--- src/rtl/bc_sched_if.sv ---
// Handshake bundle between the motion scheduler, its two command sources and the PWM stage.
// The slave modport is the scheduler's view; master is the surrounding system's view.
interface bc_sched_if #(
    parameter int DATA_W = 16
);
    logic [DATA_W-1:0] prog_data;
    logic              prog_valid;
    logic              prog_rdy;
    logic [DATA_W-1:0] avoid_data;
    logic              avoid_valid;
    logic              avoid_rdy;
    logic [DATA_W-1:0] out_data;
    logic              out_valid;
    logic              out_rdy;

    modport master (
        output prog_data, prog_valid, avoid_data, avoid_valid, out_rdy,
        input  prog_rdy, avoid_rdy, out_data, out_valid
    );

    modport slave (
        input  prog_data, prog_valid, avoid_data, avoid_valid, out_rdy,
        output prog_rdy, avoid_rdy, out_data, out_valid
    );
endinterface

--- src/rtl/bc_sched.sv ---
// Command scheduler: plays program commands with a fixed hold time and lets obstacle-avoidance
// commands pre-empt them. Optional accepted-avoid counter is enabled by BC_SCHED_OVR_CNT_EN.
module bc_sched #(
    parameter int DATA_W      = 16,
    parameter int HOLD_CYCLES = 1650,
    parameter int OVR_TIMEOUT = 3300
) (
    input  logic         clk,
    input  logic         rst,
    input  logic         en,
    bc_sched_if.slave    bus,
    output logic         pc_inc,
    output logic         ovr_active
`ifdef BC_SCHED_OVR_CNT_EN
    ,
    output logic [7:0]   ovr_count
`endif
);

    localparam int CNT_MAX = (HOLD_CYCLES > OVR_TIMEOUT) ? HOLD_CYCLES : OVR_TIMEOUT;
    localparam int CNT_W   = $clog2(CNT_MAX + 1);

    typedef enum logic [2:0] {
        PROG_ISSUE,
        PROG_SEND,
        PROG_HOLD,
        OVR_SEND,
        OVR_HOLD
    } state_t;

    state_t             r_state;
    logic [CNT_W-1:0]   r_cnt;
    logic [DATA_W-1:0]  r_out_data;
    logic               r_out_valid;
    logic               r_pc_inc;
    logic               r_ovr_active;

    logic               w_avoid_rdy;
    logic               w_prog_rdy;
    logic               w_avoid_acc;
    logic               w_prog_acc;
    logic               w_out_hs;
    logic               w_cnt_zero;

    // Avoid only needs the output register free; program additionally yields to a waiting avoid.
    assign w_avoid_rdy = en & ~r_out_valid;
    assign w_prog_rdy  = en & (r_state == PROG_ISSUE) & ~bus.avoid_valid;
    assign w_avoid_acc = w_avoid_rdy & bus.avoid_valid;
    assign w_prog_acc  = w_prog_rdy & bus.prog_valid;
    assign w_out_hs    = r_out_valid & bus.out_rdy;
    assign w_cnt_zero  = (r_cnt == '0);

    assign bus.avoid_rdy = w_avoid_rdy;
    assign bus.prog_rdy  = w_prog_rdy;
    assign bus.out_data  = r_out_data;
    assign bus.out_valid = r_out_valid;
    assign pc_inc        = r_pc_inc;
    assign ovr_active    = r_ovr_active;

    always_ff @(posedge clk or negedge rst) begin
        if (!rst) begin
            r_state      <= PROG_ISSUE;
            r_cnt        <= '0;
            r_out_data   <= '0;
            r_out_valid  <= 1'b0;
            r_pc_inc     <= 1'b0;
            r_ovr_active <= 1'b0;
        end else begin
            r_pc_inc <= 1'b0;

            // A pending output always completes, even with the scheduler disabled.
            if (w_out_hs) begin
                r_out_valid <= 1'b0;
            end

            if (w_avoid_acc) begin
                r_out_data   <= bus.avoid_data;
                r_out_valid  <= 1'b1;
                r_state      <= OVR_SEND;
                r_ovr_active <= 1'b1;
            end else if (w_prog_acc) begin
                r_out_data   <= bus.prog_data;
                r_out_valid  <= 1'b1;
                r_state      <= PROG_SEND;
            end else begin
                case (r_state)
                    // Send-to-hold moves with the handshake, not with en, so a
                    // handshake finished while disabled cannot strand the FSM.
                    PROG_SEND: begin
                        if (w_out_hs) begin
                            r_state <= PROG_HOLD;
                            r_cnt   <= CNT_W'(HOLD_CYCLES - 1);
                        end
                    end
                    OVR_SEND: begin
                        if (w_out_hs) begin
                            r_state <= OVR_HOLD;
                            r_cnt   <= CNT_W'(OVR_TIMEOUT - 1);
                        end
                    end
                    PROG_HOLD: begin
                        if (en) begin
                            if (w_cnt_zero) begin
                                r_pc_inc <= 1'b1;
                                r_state  <= PROG_ISSUE;
                            end else begin
                                r_cnt <= r_cnt - 1'b1;
                            end
                        end
                    end
                    OVR_HOLD: begin
                        if (en) begin
                            if (w_cnt_zero) begin
                                r_state      <= PROG_ISSUE;
                                r_ovr_active <= 1'b0;
                            end else begin
                                r_cnt <= r_cnt - 1'b1;
                            end
                        end
                    end
                    default: ;
                endcase
            end
        end
    end

`ifdef BC_SCHED_OVR_CNT_EN
    logic [7:0] r_ovr_count;

    always_ff @(posedge clk or negedge rst) begin
        if (!rst) begin
            r_ovr_count <= 8'd0;
        end else if (w_avoid_acc && (r_ovr_count != 8'hFF)) begin
            r_ovr_count <= r_ovr_count + 8'd1;
        end
    end

    assign ovr_count = r_ovr_count;
`endif

endmodule

--- src/flat_wrapper.sv ---
// flat-port wrapper written by rule: the top's interface ports become plain ports
module bc_sched_flat 
#(
    parameter int DATA_W      = 16,
    parameter int HOLD_CYCLES = 1650,
    parameter int OVR_TIMEOUT = 3300
)
  (clk, rst, en, pc_inc, ovr_active, bus_prog_data, bus_prog_valid, bus_avoid_data, bus_avoid_valid, bus_out_rdy, bus_prog_rdy, bus_avoid_rdy, bus_out_data, bus_out_valid);
  bc_sched_if #(.DATA_W(DATA_W)) bus_i ();
  input  logic clk;
  input  logic rst;
  input  logic en;
  output logic pc_inc;
  output logic ovr_active;
  input wire logic [$bits(bus_i.prog_data)-1:0] bus_prog_data;
  input wire logic [$bits(bus_i.prog_valid)-1:0] bus_prog_valid;
  input wire logic [$bits(bus_i.avoid_data)-1:0] bus_avoid_data;
  input wire logic [$bits(bus_i.avoid_valid)-1:0] bus_avoid_valid;
  input wire logic [$bits(bus_i.out_rdy)-1:0] bus_out_rdy;
  output wire logic [$bits(bus_i.prog_rdy)-1:0] bus_prog_rdy;
  output wire logic [$bits(bus_i.avoid_rdy)-1:0] bus_avoid_rdy;
  output wire logic [$bits(bus_i.out_data)-1:0] bus_out_data;
  output wire logic [$bits(bus_i.out_valid)-1:0] bus_out_valid;
  assign bus_i.prog_data = bus_prog_data;
  assign bus_i.prog_valid = bus_prog_valid;
  assign bus_i.avoid_data = bus_avoid_data;
  assign bus_i.avoid_valid = bus_avoid_valid;
  assign bus_i.out_rdy = bus_out_rdy;
  assign bus_prog_rdy = bus_i.prog_rdy;
  assign bus_avoid_rdy = bus_i.avoid_rdy;
  assign bus_out_data = bus_i.out_data;
  assign bus_out_valid = bus_i.out_valid;
  bc_sched #(.DATA_W(DATA_W), .HOLD_CYCLES(HOLD_CYCLES), .OVR_TIMEOUT(OVR_TIMEOUT)) u_core (.clk(clk), .rst(rst), .en(en), .bus(bus_i), .pc_inc(pc_inc), .ovr_active(ovr_active));
endmodule
--- config.mk ---
export PLATFORM = sky130hd
export DESIGN_NAME = bc_sched_flat
export DESIGN_NICKNAME = d
export VERILOG_FILES = /design/src/rtl/bc_sched_if.sv /design/src/rtl/bc_sched.sv /design/src/flat_wrapper.sv
export SDC_FILE = /design/constraint.sdc
export NUM_CORES = 1
export LEC_CHECK = 0
export CORE_UTILIZATION = 44
export CTS_CLUSTER_SIZE = 24
export DETAILED_ROUTE_END_ITERATION = 10
export PLACE_DENSITY = 0.77
export SLEW_MARGIN = 20
export SYNTH_ARGS = -nofsm -noshare
export SYNTH_HDL_FRONTEND = slang
export SYNTH_SLANG_ARGS = --single-unit
--- constraint.sdc ---
create_clock -name clk -period 3.25 [get_ports clk]
set_clock_uncertainty 0.1 [all_clocks]
set_input_delay 0.65 -clock clk [delete_from_list [all_inputs] [get_ports clk]]
set_output_delay 0.65 -clock clk [all_outputs]
set_load 0.05 [all_outputs]
Word-level counts from Yosys, hierarchy flattened:

Index checks and enable logic that the tools add are counted.

* add/sub/neg operators: 1
* eq/ne operators: 13
* muxes and demuxes: 27
* bitwise gates (word level): 10
* reduce and logical (&&, ||, !) cells: 13

Operator list (number)
* 12-bit 2-to-1 mux: 4
* 12-bit case mux with 3 select lines: 1
* 16-bit 2-to-1 mux: 2
* 3-bit 2-to-1 mux: 6
* 4-bit by 1-bit != test with 1-bit output (second input constant): 4
* 1-bit 2-to-1 mux: 13
* 12-bit zero test: 1
* 12-bit by 1-bit subtractor with 12-bit output (second input constant): 1
* 3-bit case mux with 3 select lines: 1
* 2-bit by 1-bit != test with 1-bit output (second input constant): 4
* 2-bit nonzero test: 4
* 7-bit AND reduction: 1
* 1-bit bitwise AND: 6
* 3-bit by 2-bit == test with 1-bit output (second input constant): 2
* 3-bit nonzero test: 2
* 5-bit AND reduction: 1
* 5-bit nonzero test: 1
* 1-bit inverter: 4
* 4-bit AND reduction: 1
* 3-bit by 1-bit == test with 1-bit output (second input constant): 1
* 3-bit == test (second input constant): 1
* 3-bit zero test: 1
* 2-bit != test (second input constant): 1
* 2-bit OR reduction: 1

* register bits: 34
* input bits: 38
* output and inout port bits: 21
* logic and storage cells: 70

Depth between registers and ports, before layout:

Gate-level depths: netlist of the first run.

* depth after elaboration: 6
* depth in mapped cells: 7
* depth with buffers taken out: 7

Worst setup path before layout of the first run:

No wires, ideal clock.

* kind: in2reg
* start point: in en
* end point: reg u_core.r_out_data[7], in the netlist u_core.bus.out_data[7]
* library setup time: 0.137 ns
* arrival time: 2.424 ns
* required time: 3.013 ns
* slack: 0.589 ns
* cell stages on the path: 6
* path buffers: 1
* path through: or3b_4 -> nor3_2 -> nand2_2 -> buf_6 -> mux2i_1 -> a21oi_1

* word-level cells in the longest chain between the ends: 4
* elaborated cells on any way between the ends: 7
* those cells by class: mux: 1; bitwise: 5; reduce/logical: 1

Ends and longest elaborated chain
* start: declaration: line flat_wrapper.sv:12 `input logic en;`
* 1-bit bitwise AND (2 in a row): line bc_sched.sv:47 `assign w_prog_rdy = en & (r_state == PROG_ISSUE) & ~bus.avoid_valid;`
* net bus_prog_rdy: line flat_wrapper.sv:20 `output wire logic [$bits(bus_i.prog_rdy)-1:0] bus_prog_rdy;`
* 1-bit bitwise AND: line bc_sched.sv:49 `assign w_prog_acc = w_prog_rdy & bus.prog_valid;`
* 2-bit nonzero test (no line)
* end signal: assignment: line bc_sched.sv:77 `r_out_data <= bus.avoid_data;`
* end signal: assignment: line bc_sched.sv:82 `r_out_data <= bus.prog_data;`
* end: declaration: line bc_sched.sv:33 `logic [DATA_W-1:0] r_out_data;`

The timed path passes the listed nets, and every way through them passes these cells.
A chain may end at the register's enable or synchronous reset.

Worst setup path in the final report of the first run:

* start point: in en
* end point: out bus_prog_rdy

* word-level cells in the longest chain between the ends: 2

Ends and longest elaborated chain (line)
* 1-bit bitwise AND (2 in a row): bc_sched.sv:47
* end: declaration: flat_wrapper.sv:20

No other way between the ends.

==> results of run 1 <==
state kept, by name, summed over array words and instances, names as in the netlist:
register	cells
u_core.bus.out_data	16
u_core.ovr_active	1
u_core.bus.out_valid	1
u_core.pc_inc	1
u_core.r_state	3
u_core.r_cnt	12
cells in the final DEF (no fill, tap or decap), types with 4 or more instances in the layout:
cell type / n
mux2i_1: 17
clkdlybuf4s50_1: 56
dfrtp_1: 34
nand2_1: 9
buf_4: 5
o211ai_1: 5
a21oi_1: 23
o21ai_0: 4
clkbuf_8: 6
inv_1: 7
nor3_1: 4
nor2_1: 27
layer usage:
| metal | vias to the layer above | share of wire |
|---|---|---|
| met5 | - | 0 |
| met4 | 0 | 0.013 |
| met3 | 5 | 0.11 |
| met2 | 66 | 0.45 |
| met1 | 777 | 0.43 |
| li1 | 803 | - |
worst max-delay path, cell delays in order:
cell and delay [ns]:
clkdlybuf4s50_1 0.57, or3b_4 0.43, nor3_2 0.25, buf_12 0.18
through the flow:
stage,cells,util,hold WS (ns)
2_1_floorplan,188,-,0.254
3_3_place_gp,291,0.614,0.411
3_5_place_dp,291,0.614,0.414
4_1_cts,299,0.637,0.429
5_1_grt,299,0.637,0.444
6_report,299,0.637,0.417
final cells by class:
type / instances / area, um^2 / share of cell area
multi-input cells: 138 / 917 / 0.357
flip-flops and latches: 34 / 851 / 0.332
clock inverters: 1 / 5.00 / 0.00195
clock buffers: 7 / 86.3 / 0.0336
well taps: 50 / 62.6 / 0.0244
repair buffers: 62 / 618 / 0.241
inverters: 7 / 26.3 / 0.0102
report_power, final:
part,switching [mW],total (mW),internal (mW)
Combinational,0.430,0.732,0.302
Clock,0.148,0.318,0.171
Sequential,0.148,0.688,0.540
Total,0.726,1.74,1.01
final timing paths:
check	from	end	slack, ns	depth (start not counted)
setup / recovery	en	bus_prog_rdy	0.41	4
hold / removal	u_core.ovr_active$_DFFE_PN0P_	u_core.ovr_active$_DFFE_PN0P_	0.42	2
setup reg to reg	u_core.r_cnt[6]$_DFFE_PN0P_	u_core.r_cnt[5]$_DFFE_PN0P_	0.98	5
hold reg to reg	u_core.ovr_active$_DFFE_PN0P_	u_core.ovr_active$_DFFE_PN0P_	0.42	2
max in group asynchronous	rst	u_core.r_cnt[9]$_DFFE_PN0P_	2.05	2
min in group asynchronous	rst	u_core.bus.out_data[9]$_DFFE_PN0P_	0.68	2
kinds of logic (layout without fill, tap and decap cells):
group	Yosys count	after routing	share of synthesized area
AND/OR/NAND/NOR	68	68	0.204
AO/OA/AOI/OAI	48	48	0.171
flip-flops	34	34	0.459
multiplexers	17	17	0.0918
buffers and inverters	16	77	0.0466
XOR/XNOR	3	3	0.0142
adder cells (fa/ha/maj)	2	2	0.0135
==> summary.txt, run 1 <==
Logic synthesis
  • Mapped Avg Cell Area: 9.86 um^2
  • Most common library cells after synthesis: dfrtp_1 (34), nor2_1 (27), a21oi_1 (23)
  • #FFs+latches synth: 34
  • Share of synthesized flip-flops with an asynchronous set or reset: 1.00
  • Register area share after synthesis: 0.459
  • Post-Syn Instances: 188
  • Post-Syn Nets: 228
  • Synth area leader: dfrtp_1
  • EDFF count, synth: 0
  • Cell variety after synth: 42
  • Dominant synthesized flop cell: dfrtp_1
  • Mapped cell area: 0.00185 mm^2
  • Syn. warnings: 0
  • Yosys top cell area share: 0.459
  • Most frequent cell after synthesis: dfrtp_1
  • Area contributors post-synth: dfrtp_1 (46%), mux2i_1 (9.2%), a21oi_1 (6.2%), nor2_1 (5.5%), o211ai_1 (2.0%)

Timing
  • Final hold vios: 0
  • Setup TNS: 0 ns
  • Setup violators final: 0
  • Final Slew Violations: 0
  • Rel. slew slack: 0.654
  • Tcrit/Tclk final: 0.873
  • Fmax: 353 MHz
  • Slew @ Worst Pin: 0.518 ns
  • Final min period: 2.84 ns
  • Final setup margin: 0.414 ns
  • RSZ-0062 raised after global routing: no

Clock network
  • Setup Buffers After CTS: 0
  • Clock transition at path regs: 0.06 ns
  • CTS root buffer: clkbuf_8
  • TritonCTS Buffers: 5
  • Skew-Pair Late Insertion Delay: 0.28 ns
  • CTS tree: yes
  • CTS resizes: 0
  • Clock sink count: 34
  • CTS H-tree lvls: 2
  • CTS max path bufs: 2
  • Hold Buf Count CTS: 0

Global route
  • Initial antenna violation count: 0
  • Largest net degree at the start of global routing: 37
  • First-pass GRT wire length: 7090 um
  • Global-route track usage on met2: 0.357
  • Vias in the first global route: 1523
  • Most Crowded Layer GR: met2
  • All-layer global routing usage: 0.217
  • Total global routing overflow: 0
  • Met3 Usage GRT: 0.0685
  • Met1 GRT Util: 0.263

Floorplanning
  • Die Height: 66.9 um
  • Core Rows: 23
  • Initial Utilization: 0.460
  • Core area: 0.00403 mm^2
  • Ports: 59
  • Die area: 0.00448 mm^2
  • Die Wd: 66.9 um

Setup path
  • CP endpoint kind: output port
  • Critical path class: in2out
  • Crit start category: primary input
  • Arr. time, crit path: 2.09 ns
  • Data required, critical path: 2.50 ns
  • Worst-path maximum fanout: 6

Drt
  • Via count: 1651
  • Post-route antenna net violation count: 0
  • DRC marker count from the first detailed-route iteration: 99
  • Drt total wl: 4560 um
  • Via density: 5.52
  • Pre-antenna DRT Iters: 4
  • Remaining DRCs: 0
  • Routed length per instance: 15.3 um

Placement
  • Setup slack at placement: 0.337 ns
  • GP Congestion: 0.860
  • Input/output buffers: 58
  • HPWL after detailed placement: 3270 um
  • Post-DP Area: 0.00247 mm^2

Finish
  • Nets@finish: 288
  • Area delta synth->final: 38.4%
  • Share of post-route cells with drive strength above 1: 0.100
  • Design Area, Final: 0.00257 mm^2
  • Filler cell count: 348
  • ANT cells: 0

Pwr
  • Leak pwr: 1.12 nW
  • Pwr per Cell Area: 677 mW/mm^2
  • Max VDD drop: 366 uV
  • Power consumption: 1.74 mW

Run status
  • Run status: complete, no violations

Min path
  • Worst min path class: reg2reg

Flow run
  • Max Cap Violations: 0
Power figures use the tool's default switching activity.
==> run 2, diff against run 1 <==
==> constraint.sdc (replaced) <==
create_clock -name clk -period 3 [get_ports clk]
set_clock_uncertainty 0.1 [all_clocks]
set_input_delay 0.6 -clock clk [delete_from_list [all_inputs] [get_ports clk]]
set_output_delay 0.6 -clock clk [all_outputs]
set_load 0.05 [all_outputs]
==> summary.txt, run 2 (synthesis gave the netlist of run 1 again) <==
Finish
  • Most frequent cells in the layout: clkdlybuf4s50_1 (56), dfrtp_1 (34), nor2_1 (27)
  • Area delta synth->final: 38.8%
  • Commonest non-fill, non-tap cell in the layout: clkdlybuf4s50_1
  • Filler cell count: 348 (unchanged)
  • Nets@finish: 289 (+0.35%)
  • Share of post-route cells with drive strength above 1: 0.104 (+0.00402)
  • ANT cells: 0 (unchanged)
  • Number of flip-flops in the largest register: 16 (unchanged)
  • Non-Filler Instances: 299 (unchanged)

Timing
  • Fmax: 382 MHz
  • Setup violators final: 0 (unchanged)
  • Tcrit/Tclk final: 0.872
  • Final min period: 2.62 ns
  • Rel. slew slack: 0.653 (about the same)
  • Slew @ Worst Pin: 0.519 ns (+0.000901 ns)
  • Setup TNS: 0 ns (unchanged)
  • RSZ-0062 raised after global routing: no
  • Final hold vios: 0 (unchanged)
  • Final Slew Violations: 0 (unchanged)

Drt
  • Via density: 5.47 (-0.85%)
  • DRC marker count from the first detailed-route iteration: 71 (-28%)
  • Via count: 1637 (-0.85%)
  • Routed length per instance: 14.6 um (-4.1%)
  • Post-route antenna net violation count: 0 (unchanged)
  • Remaining DRCs: 0 (unchanged)
  • Drt total wl: 4370 um (-4.1%)
  • Pre-antenna DRT Iters: 4 (unchanged)

Global route
  • Largest net degree at the start of global routing: 37 (unchanged)
  • Initial antenna violation count: 0 (unchanged)
  • All-layer global routing usage: 0.215 (-0.00184)
  • Vias in the first global route: 1527 (+0.26%)
  • Total global routing overflow: 0 (unchanged)
  • First-pass GRT wire length: 7160 um (+0.87%)

Setup path
  • CP bufs+invs: 2 (unchanged)
  • Register-to-register setup slack: 0.69 ns (-0.29 ns)
  • Setup crit start: en
  • Worst R2R End: u_core.r_cnt[5]$_DFFE_PN0P_
  • Delay-heaviest family, CP: buffers and inverters
  • Worst setup path endpoint: bus_prog_rdy
  • Crit start category: primary input
  • Critical path class: in2out
  • Data required, critical path: 2.30 ns (-0.20 ns)
  • Levels on crit path: 4 (unchanged)
  • CP endpoint kind: output port
  • CP Cell Sequence: clkdlybuf4s50_1 > or3b_4 > nor3_2 > buf_12
  • Worst Reg-to-Reg Cells: 5 (unchanged)
  • Arr. time, crit path: 1.92 ns (-0.17 ns)
  • CP max-delay cell: clkdlybuf4s50_1
  • RR Startpoint: u_core.r_cnt[6]$_DFFE_PN0P_
  • Slowest stage delay, CP: 0.48 ns (-0.09 ns)
  • Worst-path maximum fanout: 3 (-3)

Pwr
  • Max VDD drop: 461 uV (+26%)
  • Internal power: 1.07 mW (+5.8%)
  • Combinational power share: 0.430 (+0.009)
  • Pwr per Cell Area: 719 mW/mm^2 (+6.1%)
  • Switching portion of total power: 0.421 (+0.00324)
  • Power consumption: 1.85 mW (+6.4%)
  • Leak pwr: 1.13 nW (+0.39%)
  • Clock group share of total power: 0.169 (-0.014)
  • Switch Pwr: 0.778 mW (+7.3%)
  • Register share of total power: 0.401 (+0.005)

Floorplanning
  • Die area: 0.00448 mm^2 (unchanged)
  • Initial Utilization: 0.460 (unchanged)
  • Core Rows: 23 (unchanged)
  • Core area: 0.00403 mm^2 (unchanged)
  • Ports: 59 (unchanged)
  • Die Height: 66.9 um (unchanged)
  • Die Wd: 66.9 um (unchanged)

Clock network
  • Clock transition at path regs: 0.06 ns (about the same)
  • Skew-Pair Late Insertion Delay: 0.28 ns (about the same)
  • TritonCTS Buffers: 5 (unchanged)
  • CTS resizes: 0 (unchanged)
  • Setup Buffers After CTS: 0 (unchanged)
  • Hold Buf Count CTS: 0 (unchanged)
  • CTS max path bufs: 2 (unchanged)
  • CTS tree: yes
  • Clock sink count: 34 (unchanged)
  • CTS H-tree lvls: 2 (unchanged)
  • CTS root buffer: clkbuf_8

Placement
  • HPWL after detailed placement: 3120 um (-4.5%)
  • GP Congestion: 0.805 (-6.4%)
  • Placed Cells: 292 (+0.34%)
  • Input/output buffers: 58 (unchanged)

Min path
  • Hold Crit Start: u_core.ovr_active$_DFFE_PN0P_
  • Worst min path class: reg2reg

Flow run
  • Max Cap Violations: 0 (unchanged)

Run status
  • Run status: complete, no violations
## run 2: cell count changes in the layout (fill, tap and decap cells not counted)
cell	before	now
clkbuf_8	6	5
clkbuf_1	1	0
buf_12	1	2
clkinv_2	1	2
## run 2: worst min path at each step
| stage | endpoint | slack [ns] | depth (start not counted) |
|---|---|---|---|
| after floorplan | u_core.bus.out_data[0]$_DFFE_PN0P_ | 0.20 | 0 |
| after global placement | u_core.r_cnt[11]$_DFFE_PN0P_ | 0.41 | 2 |
| after detailed placement | u_core.r_cnt[11]$_DFFE_PN0P_ | 0.42 | 2 |
| after CTS | u_core.r_cnt[11]$_DFFE_PN0P_ | 0.43 | 2 |
| after global routing | u_core.r_cnt[11]$_DFFE_PN0P_ | 0.45 | 2 |
| final | u_core.ovr_active$_DFFE_PN0P_ | 0.43 | 2 |
## run 2: per-layer routing
metal / global-route usage / wire, um / vias up
met5: 0 / 0 / -
met4: 0.0771 / 60 / 0
met2: 0.335 / 1840 / 73
met3: 0.0582 / 452 / 7
li1: - / - / 808
met1: 0.284 / 2020 / 749
## run 2: tightest hold or removal path: cells and delay by family (launching register included)
kind | cells | cell delay (ns)
DFF | 1 | 0.36
AOI/OAI and AO/OA | 1 | 0.08
and+or+nand+nor | 1 | 0.06
## run 2: stage by stage
stage | worst slack, ns | hold WS (ns) | utilization | instance area, um^2
finish | 0.385 | 0.435 | 0.639 | 2570
global route | 0.327 | 0.452 | 0.639 | 2570
CTS | 0.379 | 0.430 | 0.639 | 2570
detailed placement | 0.262 | 0.417 | 0.619 | 2490
global placement | 0.338 | 0.411 | 0.619 | 2490
floorplan | 0.389 | 0.204 | - | 1850
## run 2: final cells by class
cell class | count | area, um^2 | area share
multi-input combinational | 138 | 917 | 0.356
sequential | 34 | 851 | 0.331
timing repair buffer | 63 | 638 | 0.248
clock buffer | 5 | 68.8 | 0.0267
tap | 50 | 62.6 | 0.0243
inverter | 7 | 26.3 | 0.0102
clock inverter | 2 | 10.0 | 0.00389
## run 2: power groups by stage
stage | clock (mW) | sequential (mW) | combinational (mW)
finish | 0.312 | 0.743 | 0.795
global route | 0.348 | 0.764 | 0.868
CTS | 0.327 | 0.740 | 0.798
detailed placement | 0 | 0.746 | 0.796
global placement | 0 | 0.742 | 0.787
floorplan | 0 | 0.866 | 0.428
==> run 3, diff against run 2 <==
--- a/config.mk
+++ b/config.mk
@@ -8,7 +8,7 @@
 export CORE_UTILIZATION = 44
 export CTS_CLUSTER_SIZE = 24
 export DETAILED_ROUTE_END_ITERATION = 10
-export PLACE_DENSITY = 0.77
+export PLACE_DENSITY = 0.86
 export SLEW_MARGIN = 20
 export SYNTH_ARGS = -nofsm -noshare
 export SYNTH_HDL_FRONTEND = slang
==> summary.txt, run 3 (synthesis gave the netlist of run 1 again) <==
Finish
  • Most frequent cells in the layout: clkdlybuf4s50_1 (56), dfrtp_1 (34), nor2_1 (27)
  • Filler cell count: 339 (-2.6%)
  • ANT cells: 0 (unchanged)
  • Area delta synth->final: 38.1%
  • Share of post-route cells with drive strength above 1: 0.104 (unchanged)
  • Seq. cell area: 851 um^2 (unchanged)
  • Design Area, Final: 0.00256 mm^2 (-0.49%)
  • Multi-input gate area: 917 um^2 (unchanged)
  • Nets@finish: 289 (unchanged)
  • Commonest non-fill, non-tap cell in the layout: clkdlybuf4s50_1
  • Number of flip-flops in the largest register: 16 (unchanged)

Timing
  • Final hold vios: 0 (unchanged)
  • Final setup margin: 0.379 ns (-0.00509 ns)
  • Final Slew Violations: 0 (unchanged)
  • Rel. slew slack: 0.652 (-0.000869)
  • RSZ-0062 raised after global routing: no
  • Setup TNS: 0 ns (unchanged)
  • Slew @ Worst Pin: 0.520 ns (+0.00130 ns)
  • Fmax: 382 MHz (-0.19%)
  • Tcrit/Tclk final: 0.874 (+0.00170)
  • Setup violators final: 0 (unchanged)
  • Final min period: 2.62 ns (+0.00509 ns)

Setup path
  • Crit start category: primary input
  • Worst Reg-to-Reg Cells: 7 (+2)
  • CP endpoint kind: output port
  • Register-to-register setup slack: 0.78 ns (+0.09 ns)
  • Arr. time, crit path: 1.92 ns (about the same)
  • Worst R2R End: u_core.r_cnt[8]$_DFFE_PN0P_
  • RR Startpoint: u_core.r_cnt[0]$_DFFE_PN0P_
  • Critical path class: in2out
  • Data required, critical path: 2.30 ns (about the same)
  • Worst-path maximum fanout: 3 (unchanged)

Drt
  • DRC marker count from the first detailed-route iteration: 87 (+23%)
  • Via count: 1666 (+1.8%)
  • Pre-antenna DRT Iters: 4 (unchanged)
  • Routed length per instance: 15.3 um (+4.4%)
  • Via density: 5.57 (+1.8%)
  • Remaining DRCs: 0 (unchanged)
  • Post-route antenna net violation count: 0 (unchanged)
  • Drt total wl: 4560 um (+4.4%)

Min path
  • Worst min path class: reg2reg
  • Hold Crit Start: u_core.ovr_active$_DFFE_PN0P_
  • Hold EP: u_core.ovr_active$_DFFE_PN0P_
  • Worst Hold Depth: 2 (unchanged)

Placement
  • Post-DP Area: 0.00248 mm^2 (-0.50%)
  • GP Congestion: 0.850 (+5.6%)
  • HPWL after detailed placement: 3250 um (+4.0%)
  • Setup slack at placement: 0.264 ns (+0.00205 ns)
  • Input/output buffers: 58 (unchanged)

Global route
  • First-pass GRT wire length: 7280 um (+1.7%)
  • All-layer global routing usage: 0.223 (+0.00770)
  • Met1 GRT Util: 0.262 (-0.0222)
  • Total global routing overflow: 0 (unchanged)
  • Initial antenna violation count: 0 (unchanged)
  • Most Crowded Layer GR: met2
  • Met3 Usage GRT: 0.0736 (+0.0154)
  • Largest net degree at the start of global routing: 37 (unchanged)
  • Global-route track usage on met2: 0.374 (+0.0391)
  • Vias in the first global route: 1591 (+4.2%)

Floorplanning
  • Core Rows: 23 (unchanged)
  • Core area: 0.00403 mm^2 (unchanged)
  • Die area: 0.00448 mm^2 (unchanged)
  • Ports: 59 (unchanged)
  • Die Wd: 66.9 um (unchanged)
  • Initial Utilization: 0.460 (unchanged)
  • Die Height: 66.9 um (unchanged)

Clock network
  • TritonCTS Buffers: 5 (unchanged)
  • CTS resizes: 0 (unchanged)
  • CTS root buffer: clkbuf_8
  • Clock transition at path regs: 0.06 ns (about the same)
  • CTS tree: yes
  • CTS H-tree lvls: 2 (unchanged)
  • Hold Buf Count CTS: 0 (unchanged)
  • CTS max path bufs: 2 (unchanged)
  • Clock sink count: 34 (unchanged)
  • Skew-Pair Late Insertion Delay: 0.29 ns (about the same)
  • Setup Buffers After CTS: 0 (unchanged)

Pwr
  • Max VDD drop: 359 uV (-22%)
  • Leak pwr: 1.12 nW (-0.36%)
  • Pwr per Cell Area: 728 mW/mm^2 (+1.2%)

Run status
  • Run status: complete, no violations

Flow run
  • Max Cap Violations: 0 (unchanged)
run 3: layout make-up:
class	count	area share
multi-input combinational	138	0.358
sequential	34	0.332
timing repair buffer	63	0.244
clock buffer	5	0.0269
tap	50	0.0244
inverter	7	0.0103
clock inverter	2	0.00391
run 3: how the worst max path moves through the flow:
| stage | depth (start not counted) | startpoint | slack [ns] | to |
|---|---|---|---|---|
| global placement | 6 | en | 0.34 | u_core.bus.out_data[12]$_DFFE_PN0P_ |
| global route | 4 | en | 0.33 | bus_prog_rdy |
| floorplan | 6 | en | 0.39 | u_core.bus.out_data[7]$_DFFE_PN0P_ |
| CTS | 4 | en | 0.38 | bus_prog_rdy |
| detailed placement | 6 | en | 0.26 | u_core.bus.out_data[10]$_DFFE_PN0P_ |
| finish | 4 | en | 0.38 | bus_prog_rdy |
run 3: per-layer routing:
layer	routed length, um	vias up
li1	-	805
met1	1980	785
met2	2130	70
met3	416	6
met4	38	0
met5	0	-
run 3: per-stage QoR:
step	util	instances	power, mW	hold slack, ns
after floorplan	-	188	1.29	0.204
after global placement	0.616	292	1.52	0.411
after detailed placement	0.616	292	1.55	0.419
after CTS	0.636	299	1.88	0.435
after global routing	0.636	299	1.99	0.450
final	0.636	299	1.86	0.421
run 3: power by group:
part | internal (mW) | switching [mW] | leakage, nW | total (mW)
logic | 0.328 | 0.478 | 0.703 | 0.806
registers | 0.585 | 0.154 | 0.376 | 0.739
clock network | 0.156 | 0.163 | 0.0438 | 0.318
run 3: critical path, cell delays in order:
cell and delay (ns):
clkdlybuf4s50_1 0.47, or3b_4 0.41, nor3_2 0.25, buf_12 0.18
